**src/rtl/sc_levelspeedtimer.sv**
```systemverilog
// Level-driven movement tick generator: the level sets the tick period, which
// shrinks linearly down to a floor and is only picked up at interval boundaries.
module sc_levelspeedtimer #(
    parameter int unsigned LEVELSPEEDTIMER_LEVELWIDTH  = 5,
    parameter int unsigned LEVELSPEEDTIMER_PERIODWIDTH = 26,
    parameter int unsigned LEVELSPEEDTIMER_BASE_PERIOD = 25000000,
    parameter int unsigned LEVELSPEEDTIMER_STEP_PERIOD = 1000000,
    parameter int unsigned LEVELSPEEDTIMER_MIN_PERIOD  = 2500000
) (
    input  logic                                   SC_LEVELSPEEDTIMER_CLOCK_50,
    input  logic                                   SC_LEVELSPEEDTIMER_RESET_InHigh,
    input  logic [LEVELSPEEDTIMER_LEVELWIDTH-1:0]  SC_LEVELSPEEDTIMER_Level_InBus,
    input  logic                                   SC_LEVELSPEEDTIMER_Enable_in,
    input  logic                                   SC_LEVELSPEEDTIMER_Restart_in,
    output logic                                   SC_LEVELSPEEDTIMER_Tick_Out,
    output logic [LEVELSPEEDTIMER_PERIODWIDTH-1:0] SC_LEVELSPEEDTIMER_Period_OutBus
);

    localparam int unsigned LW    = LEVELSPEEDTIMER_LEVELWIDTH;
    localparam int unsigned PW    = LEVELSPEEDTIMER_PERIODWIDTH;
    localparam int unsigned PRODW = LW + 32;

    localparam logic [PRODW-1:0] BASE_W = PRODW'(LEVELSPEEDTIMER_BASE_PERIOD);
    localparam logic [PRODW-1:0] STEP_W = PRODW'(LEVELSPEEDTIMER_STEP_PERIOD);
    localparam logic [PRODW-1:0] SPAN_W = PRODW'(LEVELSPEEDTIMER_BASE_PERIOD - LEVELSPEEDTIMER_MIN_PERIOD);
    localparam logic [PW-1:0]    MIN_P  = PW'(LEVELSPEEDTIMER_MIN_PERIOD);
    localparam logic [PW-1:0]    BASE_P = PW'(LEVELSPEEDTIMER_BASE_PERIOD);
    localparam logic [PW-1:0]    ONE_P  = PW'(1);

    typedef enum logic {
        ST_IDLE,
        ST_RUN
    } state_t;

    state_t          state, state_next;
    logic [PW-1:0]   count, count_next;
    logic [PW-1:0]   latch, latch_next;
    logic            tick, tick_next;
    logic [PRODW-1:0] prod;
    logic [PW-1:0]   target;
    logic            count_last;

    // Product is held wide enough that large levels saturate instead of wrapping.
    always_comb begin
        prod   = PRODW'(SC_LEVELSPEEDTIMER_Level_InBus) * STEP_W;
        target = MIN_P;
        if (prod < SPAN_W) begin
            target = PW'(BASE_W - prod);
        end
    end

    assign count_last = (count == (latch - ONE_P));

    always_ff @(posedge SC_LEVELSPEEDTIMER_CLOCK_50 or posedge SC_LEVELSPEEDTIMER_RESET_InHigh) begin
        if (SC_LEVELSPEEDTIMER_RESET_InHigh) begin
            state <= ST_IDLE;
        end else begin
            state <= state_next;
        end
    end

    always_comb begin
        state_next = state;
        count_next = count;
        latch_next = latch;
        tick_next  = 1'b0;
        case (state)
            ST_IDLE: begin
                count_next = '0;
                latch_next = target;
                if (SC_LEVELSPEEDTIMER_Enable_in) begin
                    state_next = ST_RUN;
                end
            end
            ST_RUN: begin
                if (!SC_LEVELSPEEDTIMER_Enable_in) begin
                    state_next = ST_IDLE;
                    count_next = '0;
                    latch_next = target;
                end else if (SC_LEVELSPEEDTIMER_Restart_in) begin
                    count_next = '0;
                    latch_next = target;
                end else if (count_last) begin
                    count_next = '0;
                    latch_next = target;
                    tick_next  = 1'b1;
                end else begin
                    count_next = count + ONE_P;
                end
            end
            default: begin
                state_next = ST_IDLE;
                count_next = '0;
                latch_next = target;
            end
        endcase
    end

    always_ff @(posedge SC_LEVELSPEEDTIMER_CLOCK_50 or posedge SC_LEVELSPEEDTIMER_RESET_InHigh) begin
        if (SC_LEVELSPEEDTIMER_RESET_InHigh) begin
            count <= '0;
            latch <= BASE_P;
            tick  <= 1'b0;
        end else begin
            count <= count_next;
            latch <= latch_next;
            tick  <= tick_next;
        end
    end

    assign SC_LEVELSPEEDTIMER_Tick_Out       = tick;
    assign SC_LEVELSPEEDTIMER_Period_OutBus  = latch;

endmodule

```
**config.mk**
```make
export PLATFORM = sky130hd
export DESIGN_NAME = sc_levelspeedtimer
export DESIGN_NICKNAME = d
export VERILOG_FILES = /design/src/rtl/sc_levelspeedtimer.sv
export SDC_FILE = /design/constraint.sdc
export NUM_CORES = 1
export LEC_CHECK = 0
export CAP_MARGIN = 25
export CORE_ASPECT_RATIO = 1.1
export CORE_MARGIN = 1
export CORE_UTILIZATION = 40
export DETAILED_ROUTE_END_ITERATION = 8
export RECOVER_POWER = 25
export SLEW_MARGIN = 5
export SYNTH_ARGS = -nofsm -noshare
export SYNTH_HDL_FRONTEND = slang
export SYNTH_SLANG_ARGS = --single-unit
```
**constraint.sdc**
```tcl
create_clock -name SC_LEVELSPEEDTIMER_CLOCK_50 -period 4.1 [get_ports SC_LEVELSPEEDTIMER_CLOCK_50]
set_input_delay 0.82 -clock SC_LEVELSPEEDTIMER_CLOCK_50 [delete_from_list [all_inputs] [get_ports SC_LEVELSPEEDTIMER_CLOCK_50]]
set_output_delay 0.82 -clock SC_LEVELSPEEDTIMER_CLOCK_50 [all_outputs]
set_load 0.01 [all_outputs]
```
=== After elaboration in Yosys (flattened, before gate mapping) ===
Cells that the tools add are included.

* Bitwise operators: 1
* Add/subtract/negate cells: 3
* Equality and inequality tests: 2
* Muxes and demuxes: 14
* $mul: 1
* Order comparisons: 1

{| class="wikitable"
|+ Operator list
! kind !! number
|-
| 26-bit two-way mux || 7
|-
| 26-bit one-hot mux with 2 select lines || 2
|-
| 26-bit by 1-bit adder with 26-bit output, second input constant || 1
|-
| 26-bit == test || 1
|-
| 25-bit by 25-bit subtractor with 26-bit output, first input constant || 1
|-
| 26-bit by 1-bit subtractor with 26-bit output, second input constant || 1
|-
| 25-bit < comparator, second input constant || 1
|-
| 5-bit by 14-bit multiplier with 19-bit output, second input constant || 1
|-
| 1-bit two-way mux || 5
|-
| 4-bit by 3-bit != test with 1-bit output, second input constant || 1
|-
| 1-bit NOT || 1
|}

* Logic and storage cells: 26
* Register bits after elaboration: 54
* Input bits: 9

=== Logic depth before layout (Yosys ltp) ===
* Depth in word-level cells: 7
* Gate-level depth with buffers: 15
* Depth with buffers taken out: 14

=== Worst setup path before layout ===
Ideal clock, no wire load.

* Path kind: input -> register
* Start: input port SC_LEVELSPEEDTIMER_Level_InBus[1]
* End: register latch[15] (netlist: SC_LEVELSPEEDTIMER_Period_OutBus[15])
* Arrival: 4.431 ns
* Path buffers: 2
* Stages: 15
* Path slack: -0.472 ns
* Cell sequence: clkbuf_1 -> inv_1 -> fa_1 -> fa_1 -> inv_1 -> ha_1 -> nand4_1 -> nor3_1 -> or4b_2 -> nand3_1 -> nand2b_1 -> o311ai_0 -> o21ai_1 -> clkbuf_1 -> o22ai_1

* Longest elaborated chain between the ends: 7
* Elaborated cells between the ends (all ways): 8

{| class="wikitable"
|+ RTL lines
! what !! line !! source
|-
| start: declaration || 12 || <nowiki>input logic [LEVELSPEEDTIMER_LEVELWIDTH-1:0] SC_LEVELSPEEDTIMER_Level_InBus,</nowiki>
|-
| 5-bit by 14-bit multiplier with 19-bit output (*) || 45 || <nowiki>prod = PRODW'(SC_LEVELSPEEDTIMER_Level_InBus) * STEP_W;</nowiki>
|-
| 25-bit by 25-bit subtractor with 26-bit output or 25-bit < comparator (tied branches) || 48, 47 ||
|-
| 26-bit two-way mux (*) || 47 || <nowiki>if (prod < SPAN_W) begin</nowiki>
|-
| 26-bit two-way mux || 83 || <nowiki>end else if (count_last) begin</nowiki>
|-
| 26-bit two-way mux || 80 || <nowiki>end else if (SC_LEVELSPEEDTIMER_Restart_in) begin</nowiki>
|-
| 26-bit two-way mux || 76 || <nowiki>if (!SC_LEVELSPEEDTIMER_Enable_in) begin</nowiki>
|-
| 26-bit one-hot mux with 2 select lines (*) || 67 || <nowiki>case (state)</nowiki>
|-
| end signal: assignment || 106 || <nowiki>latch <= latch_next;</nowiki>
|-
| end: declaration || 37 || <nowiki>logic [PW-1:0] latch, latch_next;</nowiki>
|}

Mark *: on every way between the ends. The rest lies on a longest branch, timed or not. The select of a mux whose other input is x is not followed.
A chain may end at the register's enable or synchronous reset.

=== Worst setup path after layout ===
* Start: input port SC_LEVELSPEEDTIMER_Level_InBus[2]
* End: register latch[23] (netlist: SC_LEVELSPEEDTIMER_Period_OutBus[23])

Same word-level chain as after synthesis.

==> flow_metrics.env <==
export IMPL_irDropWorstVdd_mv=0.186
export IMPL_globalplace_congestion=0.909
export IMPL_grt_max_degree=50
export IMPL_area_growth_pct=27.4
export IMPL_period_share_pct=95.5
export IMPL_viasPerCell=5.31
export IMPL_vias=3683
export IMPL_cts_tree="done"
export IMPL_first_global_vias=3704
export IMPL_end_kind="flip-flop"
export IMPL_yosysTopAreaCell="dfrtp_1"
export IMPL_relSlewSlack_pct=10.5
export IMPL_leakagePower_nw=2.25
export IMPL_p_sw_share_pct=39.1
export IMPL_coreArea_sq_um=9980
export IMPL_fin_crit_ns=3.92
export IMPL_insertedDiodeCount=0
export IMPL_nFillCells=949
export IMPL_drt_iter0_markers=183
export IMPL_portBuffers=30
export IMPL_yosys_warnings=0
export IMPL_finClkSkew_ns=0.00710
export IMPL_cts_buffers=5
export IMPL_async_flop_share_pct=100
export IMPL_antenna_left=0
export IMPL_place_ws_ns=-0.783
export IMPL_finalSetupViolations=0
export IMPL_die_w_um=99.4
export IMPL_whs_ns=0.501
export IMPL_hold_class="flip-flop to flip-flop"
export IMPL_drt_pass1_iterations=4
export IMPL_synth_ff_type="dfrtp_1"
export IMPL_cp_max_fo=5
export IMPL_layout_drive_gt1_share_pct=21.1
export IMPL_die_y_um=109
export IMPL_yosysMostFrequentCell="nor2_1"
export IMPL_root_buffer="clkbuf_8"
export IMPL_p_sw_mw=1.01
export IMPL_wire_per_inst_um=14.7
export IMPL_max_slew_worst_pin_slew_ns=1.34
export IMPL_path_clk_slew_ns=0.09
export IMPL_fmax_mhz=255
export IMPL_yosysSeqAreaShare_pct=29.7
export IMPL_antenna_found_initial=0
export IMPL_ys_seq_elements=49
export IMPL_critPathLaunchType="input pin"
export IMPL_grt_use_total_pct=20.1
export IMPL_ys_top_cells_by_area="dfrtp_1 (22%), ha_1 (9.3%), xnor2_1 (8.0%), xor2_1 (7.8%), dfstp_2 (7.5%)"
export IMPL_comb_power_share_pct=55.7
export IMPL_post_synth_num_cell_types=60
export IMPL_synth_cells=478
export IMPL_placed_area_sq_um=5050
export IMPL_worstSkewPairLatency_ns=0.31
export IMPL_critPathKind="input pin to flip-flop"
export IMPL_cts_sinks=49
export IMPL_nets=618
export IMPL_io_pins=36
export IMPL_drc=0
export IMPL_initial_utilization_pct=41.8
export IMPL_cts_max_path_buffers=2
export IMPL_rsz0062_at_grt="no"
export IMPL_wirelength_mm=10.2
export IMPL_overflow=0
export IMPL_yosysTopAreaCellShare_pct=22.2
export IMPL_synth_commonest_cells="nor2_1 (57), xnor2_1 (38), dfrtp_1 (37), xor2_1 (37), inv_1 (35)"
export IMPL_die_area_sq_um=10900
export IMPL_pwr_share_seq_pct=30.5
export IMPL_finalHoldViolCount=0
export IMPL_p_clk_share_pct=13.8
export IMPL_syn_area_per_cell_sq_um=8.74
export IMPL_htree_levels=2
export IMPL_finalWorstSetupSlack_ns=0.183
export IMPL_maxSlewViolCount=0
export IMPL_cp_arrival_ns=4.10
export IMPL_status="finished, final reports clean"
export IMPL_crit_required_ns=4.29
export IMPL_synth_edf_count=0
export IMPL_p_int_mw=1.58
export IMPL_powerDensity_nw_per_um2=487
export IMPL_cap_violations=0
export IMPL_power_total_mw=2.59
export IMPL_num_rows=38
export IMPL_grt_pass1_wl_mm=17.4
export IMPL_synth_area_sq_um=4180
export IMPL_stdcell_area_sq_um=5320
export IMPL_hpwlAfterDp_mm=7.82
[registers in the layout (all words and copies together), names as in the netlist]
register / cells
count: 26
SC_LEVELSPEEDTIMER_Period_OutBus: 21
SC_LEVELSPEEDTIMER_Tick_Out: 1
state: 1
[stage by stage]
step	instances	utilization, %	setup TNS [ns]
floorplan	482	-	0
global placement	680	50.6	-12.77
detailed placement	680	50.6	-14.24
CTS	690	52.8	0
global route	693	53.3	0
finish	693	53.3	0
[layout make-up]
cell class                      count  area [sq um]  area share, %
Tap cell                          120           150           2.82
Multi-Input combinational cell    380          2870           53.9
Clock buffer                        7          86.3           1.62
Inverter                           35           131           2.47
Clock inverter                      1          30.0          0.564
Timing Repair Buffer              101           813           15.3
Sequential cell                    49          1240           23.3
[cells in the final DEF, fill, tap and decap left out, drive strengths merged, types with 3 or more instances in the layout]
| cell | count |
|---|---|
| o211ai | 5 |
| nand3 | 29 |
| nand2 | 17 |
| and3 | 4 |
| inv | 35 |
| o22ai | 12 |
| nand4 | 8 |
| clkbuf | 11 |
| nor3 | 21 |
| a21o | 4 |
| xor2 | 37 |
| nand2b | 5 |
| conb | 5 |
| o22a | 8 |
| or4 | 5 |
| o21ai | 16 |
| o31ai | 5 |
| nand3b | 5 |
| fa | 6 |
| xnor2 | 38 |
| and4 | 3 |
| or3 | 5 |
| dfrtp | 37 |
| nor2 | 57 |
| nor4 | 8 |
| dfstp | 12 |
| nor3b | 3 |
| clkdlybuf4s50 | 24 |
| buf | 70 |
| a21oi | 11 |
| ha | 31 |
[what timing repair did]
item	CTS	global route
buffers inserted	1	0
pin swaps	10	7
resized for setup	19	12
endpoints found under the setup margin	20	20
gates cloned	1	2
hold buffers	0	0
[critical path, stage by stage]
cell,delay (ns)
clkbuf_2,0.13
ha_1,0.29
inv_1,0.07
fa_1,0.43
fa_1,0.49
inv_1,0.06
ha_4,0.25
nand4_1,0.09
nor3_1,0.06
buf_4,0.15
or4b_4,0.51
nand3_2,0.11
nand2b_1,0.12
o311ai_2,0.10
buf_4,0.19
o21ai_2,0.12
o22ai_1,0.10
[power groups by stage]
stage / Clock [mW] / Sequential (mW) / Combinational [mW]
2_1_floorplan: 0 / 0.772 / 0.800
3_3_place_gp: 0 / 0.799 / 1.30
3_5_place_dp: 0 / 0.803 / 1.32
4_1_cts: 0.368 / 0.793 / 1.40
5_1_grt: 0.378 / 0.815 / 1.59
6_report: 0.358 / 0.791 / 1.44
[logic make-up after synthesis]
logic type / count (synthesis) / synth area share, %
fa+ha+maj: 37 / 12.2
xor+xnor: 75 / 15.7
flops: 49 / 29.7
mux: 2 / 0.509
other cells: 1 / 0.0898
compound gates: 79 / 13.1
buf+inv: 56 / 6.68
simple gates: 179 / 22.0
[path summary, 6_finish.rpt]
check	start	end	slack [ns]	cells after the start
max in group asynchronous	SC_LEVELSPEEDTIMER_RESET_InHigh	SC_LEVELSPEEDTIMER_Period_OutBus[17]	1.24	3
max	SC_LEVELSPEEDTIMER_Level_InBus[2]	SC_LEVELSPEEDTIMER_Period_OutBus[23]	0.18	17
min reg2reg	count[0]	count[0]	0.50	1
min in group asynchronous	SC_LEVELSPEEDTIMER_RESET_InHigh	count[13]	1.14	2
min	count[0]	count[0]	0.50	1
max reg2reg	SC_LEVELSPEEDTIMER_Period_OutBus[5]	SC_LEVELSPEEDTIMER_Period_OutBus[8]	0.29	10
[routing by layer]
metal | vias to the layer above | share of wire (%) | track usage [%]
li1 | 1868 | - | -
met1 | 1728 | 42 | 22.4
met2 | 74 | 53 | 39.1
met3 | 13 | 3.0 | 2.44
met4 | 0 | 2.1 | 6.72
met5 | - | 0 | 0
Note: power is estimated with default switching activity, not from simulation.
==> variant, RTL diff (same settings) <==
Add an input register stage for `SC_LEVELSPEEDTIMER_Level_InBus`, `SC_LEVELSPEEDTIMER_Enable_in` and `SC_LEVELSPEEDTIMER_Restart_in`, cleared by the reset; this delays them by one clock.
--- a/src/rtl/sc_levelspeedtimer.sv
+++ b/src/rtl/sc_levelspeedtimer.sv
@@ -33,4 +33,20 @@
     } state_t;
 
+    logic [LEVELSPEEDTIMER_LEVELWIDTH-1:0] SC_LEVELSPEEDTIMER_Level_InBus_q;
+    logic SC_LEVELSPEEDTIMER_Enable_q;
+    logic SC_LEVELSPEEDTIMER_Restart_q;
+
+    always_ff @(posedge SC_LEVELSPEEDTIMER_CLOCK_50 or posedge SC_LEVELSPEEDTIMER_RESET_InHigh) begin
+        if (SC_LEVELSPEEDTIMER_RESET_InHigh) begin
+            SC_LEVELSPEEDTIMER_Level_InBus_q <= '0;
+            SC_LEVELSPEEDTIMER_Enable_q      <= '0;
+            SC_LEVELSPEEDTIMER_Restart_q     <= '0;
+        end else begin
+            SC_LEVELSPEEDTIMER_Level_InBus_q <= SC_LEVELSPEEDTIMER_Level_InBus;
+            SC_LEVELSPEEDTIMER_Enable_q      <= SC_LEVELSPEEDTIMER_Enable_in;
+            SC_LEVELSPEEDTIMER_Restart_q     <= SC_LEVELSPEEDTIMER_Restart_in;
+        end
+    end
+
     state_t          state, state_next;
     logic [PW-1:0]   count, count_next;
@@ -43,5 +59,5 @@
     // Product is held wide enough that large levels saturate instead of wrapping.
     always_comb begin
-        prod   = PRODW'(SC_LEVELSPEEDTIMER_Level_InBus) * STEP_W;
+        prod   = PRODW'(SC_LEVELSPEEDTIMER_Level_InBus_q) * STEP_W;
         target = MIN_P;
         if (prod < SPAN_W) begin
@@ -69,14 +85,14 @@
                 count_next = '0;
                 latch_next = target;
-                if (SC_LEVELSPEEDTIMER_Enable_in) begin
+                if (SC_LEVELSPEEDTIMER_Enable_q) begin
                     state_next = ST_RUN;
                 end
             end
             ST_RUN: begin
-                if (!SC_LEVELSPEEDTIMER_Enable_in) begin
+                if (!SC_LEVELSPEEDTIMER_Enable_q) begin
                     state_next = ST_IDLE;
                     count_next = '0;
                     latch_next = target;
-                end else if (SC_LEVELSPEEDTIMER_Restart_in) begin
+                end else if (SC_LEVELSPEEDTIMER_Restart_q) begin
                     count_next = '0;
                     latch_next = target;
Check against the original RTL: not equivalent (Yosys sat finds a counterexample within 4 cycles, from zero or initial values and one cycle with SC_LEVELSPEEDTIMER_RESET_InHigh high).
==> variant against the unedited design <==
The flow now finishes with violations (capacitance limit, slew limit). Non-clock buffer count decreased by 35. Critical path type is now reg -> reg. Sequential cell count is 7 higher. Largest cell class unchanged. Synthesized cell count is 6.1% lower. Total power rose by 3.1%. Setup slack lost 0.058 ns. Routed wire length shrank 5.7%. Area after synthesis up 3.2%. Design area shrank 1.6%.
==> variant: results (changes against the unedited design) <==
{| class="wikitable"
! Metric !! Value
|-
| Status || finished with violations
|-
| Violations in the final reports || capacitance limit, slew limit
|-
| Clock Network Area Fraction || 2.63% (+0.44 points)
|-
| Total Die Area || 0.0112 sq mm (+3.1%)
|-
| Filler cell count || 996 (+5.0%)
|-
| Number of DRC violations after detailed-routing iteration 0 || 137 (-25%)
|-
| Design Power || 0.00267 W (+3.1%)
|-
| Average wire per cell in the routed design || 14.6 microns (-0.35%)
|-
| Sequential Area || 0.00142 sq mm (+14%)
|-
| Largest net degree at the start of global routing || 36 (-28%)
|-
| Half-perimeter wire length after detailed placement || 7420 microns (-5.1%)
|-
| Overall global routing resource usage || 18.3% (-1.7 points)
|-
| Final max-slew violation count || 36 (+36)
|-
| Number of instances resized during post-cts repair || 4 (-15)
|-
| Worst clock skew || 0.00578 ns (-0.00132 ns)
|-
| Crit-path max cell delay || 0.58 ns (+0.07 ns)
|-
| Count of vias placed by the detailed router || 3442 (-6.5%)
|-
| Post-Place Setup Slack || -0.0444 ns (+0.739 ns)
|-
| Register share of the cell area || 27.1% (+3.8 points)
|-
| Post-detailed-placement cell area || 0.00492 sq mm (-2.6%)
|-
| Most used standard cells in the synthesized netlist || sky130_fd_sc_hd__nor2_1 (47), sky130_fd_sc_hd__dfrtp_1 (44), sky130_fd_sc_hd__xnor2_1 (39)
|-
| Routability congestion estimate from global placement || 0.810 (-11%)
|-
| Multi-input gate count || 357 (-6.1%)
|-
| Reported max-cap violation count || 1 (+1)
|-
| Most area-consuming cells after synthesis || sky130_fd_sc_hd__dfrtp_1 (26%), sky130_fd_sc_hd__ha_1 (9.0%), sky130_fd_sc_hd__xnor2_1 (7.9%)
|-
| Number of library cell types mapped by synthesis || 70 (+17%)
|}
==> variant: cell types whose count changed after synthesis, moves of 5 or more <==
cell                        before  now
sky130_fd_sc_hd__inv_1          35   26
sky130_fd_sc_hd__a32o_1          0    6
sky130_fd_sc_hd__o22ai_1        12    1
sky130_fd_sc_hd__nor2_1         57   47
sky130_fd_sc_hd__nor3_1         21    9
sky130_fd_sc_hd__a2bb2oi_1       1    7
sky130_fd_sc_hd__o22a_1          8    0
sky130_fd_sc_hd__nand2_1        17   27
sky130_fd_sc_hd__nand3_1        29   18
sky130_fd_sc_hd__nor2b_1         2    7
sky130_fd_sc_hd__o21ai_0        12    6
sky130_fd_sc_hd__dfrtp_1        37   44
==> variant: worst paths after layout <==
kind,startpoint,end,slack [ns],cells after the start
max,SC_LEVELSPEEDTIMER_Level_InBus_q[3],SC_LEVELSPEEDTIMER_Period_OutBus[16],0.12,16
min,SC_LEVELSPEEDTIMER_Enable_q,state,0.40,0
max reg2reg,SC_LEVELSPEEDTIMER_Level_InBus_q[3],SC_LEVELSPEEDTIMER_Period_OutBus[16],0.12,16
min reg2reg,SC_LEVELSPEEDTIMER_Enable_q,state,0.40,0
max in group asynchronous,SC_LEVELSPEEDTIMER_RESET_InHigh,count[25],0.92,3
min in group asynchronous,SC_LEVELSPEEDTIMER_RESET_InHigh,count[5],1.02,2
==> variant: logic make-up after synthesis <==
group	Yosys count	synth area share, %
AOI/OAI and AO/OA	73	14.1
muxes	6	1.48
xor gates and xnor gates	72	14.6
DFF	56	32.9
other	1	0.0870
and+or+nand+nor	164	20.5
adders and majority gates	37	11.8
buffers and inverters	40	4.56
==> variant: routing by layer <==
metal / GRT usage [%] / part of all wire, %
met5: 0 / 0
met4: 5.02 / 2.0
met3: 2.65 / 1.6
met2: 32.9 / 52
met1: 22.6 / 44
